[src/rtl/step_pkg.sv]
`default_nettype none
// +----------------------------------------------------------------------+
// | Module   : step_pkg                                                  |
// | Brief    : Shared state encoding, default motion-profile constants   |
// |            and saturating period arithmetic for step_pulse_gen.      |
// | Revision : 1.0 - initial release                                     |
// +----------------------------------------------------------------------+
package step_pkg;

  // Motion-profile phases; explicit 2-bit encoding.
  typedef enum logic [1:0] {
    ST_IDLE   = 2'd0,
    ST_ACCEL  = 2'd1,
    ST_CRUISE = 2'd2,
    ST_DECEL  = 2'd3
  } step_state_t;

  localparam int unsigned DEF_MIN_PERIOD = 5000;
  localparam int unsigned DEF_MAX_PERIOD = 50000;
  localparam int unsigned DEF_ACCEL_DEC  = 500;
  localparam int unsigned DEF_PULSE_W    = 4;

  // Move val by delta towards lim (up: clamp at or below lim, down: clamp at
  // or above lim). Also guards against wrap of the unsigned arithmetic.
  function automatic logic [31:0] sat_adj(input logic [31:0] val,
                                          input logic [31:0] delta,
                                          input logic        up,
                                          input logic [31:0] lim);
    logic [32:0] sum;
    logic [31:0] res;
    sum = {1'b0, val} + {1'b0, delta};
    if (up) begin
      res = (sum > {1'b0, lim}) ? lim : sum[31:0];
    end else begin
      res = ((val < delta) || ((val - delta) < lim)) ? lim : (val - delta);
    end
    return res;
  endfunction

endpackage
`default_nettype wire

[src/rtl/step_pulse_stretch.sv]
`default_nettype none
// +----------------------------------------------------------------------+
// | Module   : step_pulse_stretch                                        |
// | Brief    : Widens a one-cycle step event into a PULSE_W-cycle        |
// |            registered step_pulse. A pulse already started always     |
// |            runs to full width unless reset truncates it.             |
// | Revision : 1.0 - initial release                                     |
// +----------------------------------------------------------------------+
module step_pulse_stretch
  import step_pkg::*;
#(
  parameter int unsigned PULSE_W = DEF_PULSE_W
) (
  input  logic clk,
  input  logic rst,
  input  logic step_evt,
  output logic step_pulse
);

  localparam int unsigned CNT_W = (PULSE_W > 1) ? $clog2(PULSE_W) : 1;
  localparam logic [CNT_W-1:0] C_CNT_LOAD = CNT_W'(PULSE_W - 1);
  localparam logic [CNT_W-1:0] C_CNT_ONE  = CNT_W'(1);

  logic             r_pulse;
  logic [CNT_W-1:0] r_cnt;

  // Load the remaining-high count on an event, then count down to release.
  always_ff @(posedge clk or negedge rst) begin : p_stretch
    if (!rst) begin
      r_pulse <= 1'b0;
      r_cnt   <= '0;
    end else if (step_evt) begin
      r_pulse <= 1'b1;
      r_cnt   <= C_CNT_LOAD;
    end else if (r_cnt != '0) begin
      r_cnt   <= r_cnt - C_CNT_ONE;
    end else begin
      r_pulse <= 1'b0;
    end
  end

  assign step_pulse = r_pulse;

endmodule
`default_nettype wire

[src/rtl/step_pulse_gen.sv]
`default_nettype none
// +----------------------------------------------------------------------+
// | Module   : step_pulse_gen                                            |
// | Brief    : Trapezoidal motion-profile generator. Turns a move        |
// |            command into a timed step_pulse train: ramp up from       |
// |            MAX_PERIOD to MIN_PERIOD, cruise, ramp down, stop.        |
// | Revision : 1.0 - initial release                                     |
// +----------------------------------------------------------------------+
module step_pulse_gen
  import step_pkg::*;
#(
  parameter int unsigned STEP_W     = 16,
  parameter int unsigned PER_W      = 24,
  parameter int unsigned MIN_PERIOD = DEF_MIN_PERIOD,
  parameter int unsigned MAX_PERIOD = DEF_MAX_PERIOD,
  parameter int unsigned ACCEL_DEC  = DEF_ACCEL_DEC,
  parameter int unsigned PULSE_W    = DEF_PULSE_W
) (
  input  logic              clk,
  input  logic              rst,
  input  logic              start,
  input  logic              stop,
  input  logic              run_free,
  input  logic              hold_en,
  input  logic [STEP_W-1:0] steps,
  output logic              step_pulse,
  output logic              zero_state,
  output logic              busy,
  output logic              done
);

  localparam logic [PER_W-1:0]  C_MIN_PER = PER_W'(MIN_PERIOD);
  localparam logic [PER_W-1:0]  C_MAX_PER = PER_W'(MAX_PERIOD);
  localparam logic [PER_W-1:0]  C_ONE_PER = PER_W'(1);
  localparam logic [STEP_W-1:0] C_ONE_STP = STEP_W'(1);

  step_state_t       r_state;
  logic [PER_W-1:0]  r_timer;
  logic [PER_W-1:0]  r_period;
  logic [STEP_W-1:0] r_remaining;
  logic [STEP_W-1:0] r_ramp_len;
  logic              r_free;
  logic              r_busy;
  logic              r_done;
  logic              r_zero;

  logic              w_step_evt;
  logic              w_counting;
  logic [STEP_W-1:0] w_rem_new;
  logic [PER_W-1:0]  w_period_up;
  logic [PER_W-1:0]  w_period_dn;

  // A free-running move only starts counting down once it has been told to
  // stop, i.e. once it is decelerating with remaining = ramp_len.
  assign w_step_evt  = (r_state != ST_IDLE) && (r_timer == (r_period - C_ONE_PER));
  assign w_counting  = !r_free || (r_state == ST_DECEL);
  assign w_rem_new   = w_counting ? (r_remaining - C_ONE_STP) : r_remaining;
  assign w_period_up = PER_W'(sat_adj(32'(r_period), 32'(ACCEL_DEC), 1'b1, 32'(MAX_PERIOD)));
  assign w_period_dn = PER_W'(sat_adj(32'(r_period), 32'(ACCEL_DEC), 1'b0, 32'(MIN_PERIOD)));

  // Profile FSM: move acceptance, interval timing, ramp bookkeeping, stop.
  always_ff @(posedge clk or negedge rst) begin : p_fsm
    if (!rst) begin
      r_state     <= ST_IDLE;
      r_timer     <= '0;
      r_period    <= '0;
      r_remaining <= '0;
      r_ramp_len  <= '0;
      r_free      <= 1'b0;
      r_busy      <= 1'b0;
      r_done      <= 1'b0;
      r_zero      <= 1'b1;
    end else begin
      r_done <= 1'b0;
      case (r_state)
        ST_IDLE: begin
          r_timer <= '0;
          r_zero  <= !hold_en;
          if (start && !stop && ((steps != '0) || run_free)) begin
            r_state     <= ST_ACCEL;
            r_period    <= C_MAX_PER;
            r_remaining <= steps;
            r_ramp_len  <= '0;
            r_free      <= run_free;
            r_busy      <= 1'b1;
            r_zero      <= 1'b0;
          end
        end
        default: begin
          r_timer <= r_timer + C_ONE_PER;
          if (w_step_evt) begin
            r_timer     <= '0;
            r_remaining <= w_rem_new;
            if (w_counting && (w_rem_new == '0)) begin
              r_state <= ST_IDLE;
              r_busy  <= 1'b0;
              r_done  <= 1'b1;
              r_zero  <= !hold_en;
            end else if ((r_state != ST_DECEL) && w_counting && (w_rem_new <= r_ramp_len)) begin
              r_state  <= ST_DECEL;
              r_period <= w_period_up;
            end else if (r_state == ST_ACCEL) begin
              r_period <= w_period_dn;
              if (r_ramp_len != '1) begin
                r_ramp_len <= r_ramp_len + C_ONE_STP;
              end
              if (w_period_dn == C_MIN_PER) begin
                r_state <= ST_CRUISE;
              end
            end else if (r_state == ST_DECEL) begin
              r_period <= w_period_up;
            end
          end else if (stop && (r_state != ST_DECEL)) begin
            // Controlled stop: retrace the ramp already climbed. The timer
            // keeps running so the current interval simply stretches.
            if (r_ramp_len == '0) begin
              r_state <= ST_IDLE;
              r_timer <= '0;
              r_busy  <= 1'b0;
              r_done  <= 1'b1;
              r_zero  <= !hold_en;
            end else begin
              r_state     <= ST_DECEL;
              r_remaining <= r_ramp_len;
              r_period    <= w_period_up;
            end
          end
        end
      endcase
    end
  end

  step_pulse_stretch #(
    .PULSE_W (PULSE_W)
  ) u_stretch (
    .clk        (clk),
    .rst        (rst),
    .step_evt   (w_step_evt),
    .step_pulse (step_pulse)
  );

  assign busy       = r_busy;
  assign done       = r_done;
  assign zero_state = r_zero;

endmodule
`default_nettype wire

[config.mk]
export PLATFORM = sky130hd
export DESIGN_NAME = step_pulse_gen
export DESIGN_NICKNAME = d
export VERILOG_FILES = /design/src/rtl/step_pkg.sv /design/src/rtl/step_pulse_stretch.sv /design/src/rtl/step_pulse_gen.sv
export SDC_FILE = /design/constraint.sdc
export NUM_CORES = 1
export LEC_CHECK = 0
export CORE_UTILIZATION = 63
export CTS_CLUSTER_SIZE = 10
export DETAILED_ROUTE_END_ITERATION = 7
export PLACE_DENSITY_LB_ADDON = 0.05
export SLEW_MARGIN = 15
export SYNTH_ARGS = -nofsm -noshare
export SYNTH_HDL_FRONTEND = slang
export SYNTH_HIERARCHICAL = 1
export SYNTH_SLANG_ARGS = --single-unit
export TNS_END_PERCENT = 10
[constraint.sdc]
create_clock -name clk -period 5.2 [get_ports clk]
set_clock_uncertainty 0.2 [all_clocks]
set_input_delay 0.78 -clock clk [delete_from_list [all_inputs] [get_ports clk]]
set_output_delay 0.78 -clock clk [all_outputs]
set_load 0.02 [all_outputs]
==> metrics.cfg <==
[worst_setup_path]
critPathArrivalTime_ps=4920
slowest_delay_ps=690
cp_data_required_time_ps=5270
r2r_cells=15
cp-start-kind=flop
critPathMaxFanout=8
r2r_start=r_remaining[7]$_DFFE_PN0P_
path_cells=or4_1 -> nor4_1 -> nand3_1 -> nor2_1 -> xor2_1 -> ha_1 -> a21o_1 -> a21o_1 -> a2111oi_1 -> a21oi_1 -> nand2b_1 -> o2bb2ai_2 -> nor2_1 -> or4_1 -> o211ai_1
endpoint_kind=flop
timing.reg2reg.setup_slack_ps=350
slowest_stage=or4_1
regToRegEndpoint=r_period[17]$_DFFE_PN0P_
worstSetupPathType=reg2reg

[clock_network]
clk_root_buffer_cell=clkbuf_16
cts_tree=yes
clock-sinks=89
path_clk_slew_ps=70
clkLatencyLatePin_ps=360
hold_buffers=0
clock_path_buffers=2
post_cts_buffers=0
htree_levels=3
cts_buffers=9

[synth]
ys.flop_type=dfrtp_1
synth_top_area_frac=0.2796
seq_area_frac_synth=0.2830
synthCells=985
syn-num-nets=1032
synth_edf_count=0
yosysUniqueCellTypes=94
ys_warn_count=6
ys_seq_elements=89
synthTopCellsByArea=dfrtp_1, nor2_1, xor2_1
synth_area_leader_cell=dfrtp_1
syn_avg_cell_area_um2=7.995
synth_async_sr_flop_share=1.000
syn_area_mm2=0.007875

[power_and_ir_drop]
p_comb_frac=0.578
power_switching_mw=2.237
leakage_nw=3.381
p_int_mw=2.233
ir_worst_vdd_v=0.0003894
powerDensity_mw_per_mm2=523.4
p_seq_frac=0.268
power_mw=4.469
clkPwrFrac=0.154
switching_share=0.5004

[sta]
period_share=0.9327
tns_ps=0
finalWorstSetupSlack_ps=349.7
hold-worst-slack_ps=282.1
max_slew.worst_pin.slew_ps=1018
setup_viol=0
max_freq_mhz=206.2
rsz0062_at_grt=no
relSlewSlack=0.3162
finalWorstPathRequiredPeriod_ps=4850
hold_viol_final=0
final_max_slew_viol_count=0

[layout]
synthToLayoutAreaGrowth_pct=8.437
final_nets=1032
drive_gt1_frac=0.07980
final_cell_area_mm2=0.008539
antennaDiodeCount=0

[grt]
grt_pass1_vias=7828
grt_max_degree=90
grt_pass1_wl_um=40710
grt_antenna_before_repair=0
grt_use_total=0.4089
gr-total-overflow=0

[status]
outcome=completed

[route]
drt_iter0_markers=988
wl_per_cell_um=22.02
post_drt_via_cell_ratio=6.921
firstDrtPassIters=8
num_vias=8014
drc=0
ant_nets=0
routed_wl_um=25500

[floorplanning]
row_count=40
core_mm2=0.01211
start_util=0.6502
io-pin-count=26
die_w_um=113.8
dieArea_mm2=0.01295
die_h_um=113.8

[min_path]
min_path_cells=1
whs_endpoint=u_stretch/step_pulse$_DFFE_PN0P_
worstHoldStart=u_stretch/step_pulse$_DFFE_PN0P_
holdCritPathClass=reg2reg

[placed_design]
pre_cts_ws_ps=290.2
port-buffer-count=25
hpwlAfterDp_um=18630
dpl_cell_area_mm2=0.008229
gp_congestion=1.041

[run]
maxCapViolations=0

==> cell usage in the layout (no fill, tap or decap), drive strengths merged, types with 10 or more instances in the layout <==
master,count
clkbuf,10
o211ai,12
a31oi,10
buf,27
nor3,41
nand3,41
and3,18
a21o,10
nand4,27
nor2,112
clkdlybuf4s50,24
nand2b,10
nand2,54
mux2i,21
dfrtp,88
xor2,43
or3,21
o21ai,55
nor4,30
xnor2,38
o21a,10
or4,13
inv,44
nor2b,10
ha,25
a21oi,67
==> sequential cells by signal, indices dropped and copies added, names as in the netlist, 2 cells and up <==
register	flops
r_remaining	16
r_ramp_len	16
r_timer	24
r_state	2
u_stretch/r_cnt	2
r_period	24
==> logic make-up (layout without fill, tap and decap cells) <==
kind of cell	after synthesis	count (layout)	share of synthesized area
fa+ha+maj	27	27	0.04226
xor+xnor	81	81	0.09104
buf+inv	103	108	0.05910
simple gates	415	415	0.2857
mux	23	23	0.02955
compound gates	247	247	0.2094
flops	89	89	0.2830
==> synth_stat cells, types with 27 or more instances <==
master	count
nand2_1	53
nor2_1	112
clkbuf_1	36
nor4_1	27
nand3_1	41
xnor2_1	38
o21ai_0	51
a21oi_1	66
dfrtp_1	88
nor3_1	41
inv_1	41
xor2_1	42
==> metrics by stage <==
stage               std cells  utilization
detailed placement       1142       0.6794
floorplan                 985            -
global route             1158       0.7051
CTS                      1158       0.7044
global placement         1142       0.6794
finish                   1158       0.7051
==> repair_timing <==
| item | CTS | global route |
|---|---|---|
| resized for setup | 0 | 2 |
| hold endpoints to repair | 0 | 0 |
| setup endpoints to repair | 0 | 10 |
==> worst max-delay path, delay by kind of cell, from the launching register on <==
kind            cells  cell delay (ps)
simple gates        7             2290
compound gates      6             1370
flops               1              410
fa+ha+maj           1              280
xor+xnor            1              200
==> layer usage <==
metal / vias to the layer above / part of all wire / global-route usage
met5: - / 0 / 0
met4: 0 / 0.068 / 0.2753
met3: 140 / 0.074 / 0.07545
met2: 469 / 0.48 / 0.6947
met1: 3788 / 0.38 / 0.4711
li1: 3617 / - / -
==> how the worst max path moves through the flow <==
stage                                from                  endpoint  slack (ps)  cells past startpoint
2_1_floorplan  r_remaining[7]$_DFFE_PN0P_  r_period[17]$_DFFE_PN0P_         880                     14
3_3_place_gp   r_remaining[7]$_DFFE_PN0P_  r_period[23]$_DFFE_PN0P_         460                     15
3_5_place_dp   r_remaining[7]$_DFFE_PN0P_  r_period[23]$_DFFE_PN0P_         290                     13
4_1_cts        r_remaining[7]$_DFFE_PN0P_  r_period[23]$_DFFE_PN0P_         230                     15
5_1_grt        r_remaining[6]$_DFFE_PN0P_  r_period[17]$_DFFE_PN0P_           7                     15
6_report       r_remaining[7]$_DFFE_PN0P_  r_period[17]$_DFFE_PN0P_         350                     15
==> power groups by stage <==
stage               sequential (mW)  clock [mW]  combinational (mW)
CTS                            1.18       0.690                2.51
finish                         1.20       0.689                2.58
floorplan                      1.06           0                1.89
global route                   1.22       0.713                2.81
detailed placement             1.19           0                2.49
global placement               1.18           0                2.41
==> area by class of cell <==
| type | count | area, um^2 |
|---|---|---|
| clock buffer | 10 | 229.0 |
| clock inverter | 6 | 73.82 |
| fill | 983 | 3572 |
| inverter | 41 | 153.9 |
| multi-input combinational | 793 | 5197 |
| sequential | 89 | 2228 |
| tap | 168 | 210.2 |
| timing repair buffer | 51 | 446.7 |
No activity file was read; power rests on OpenSTA's default activity.
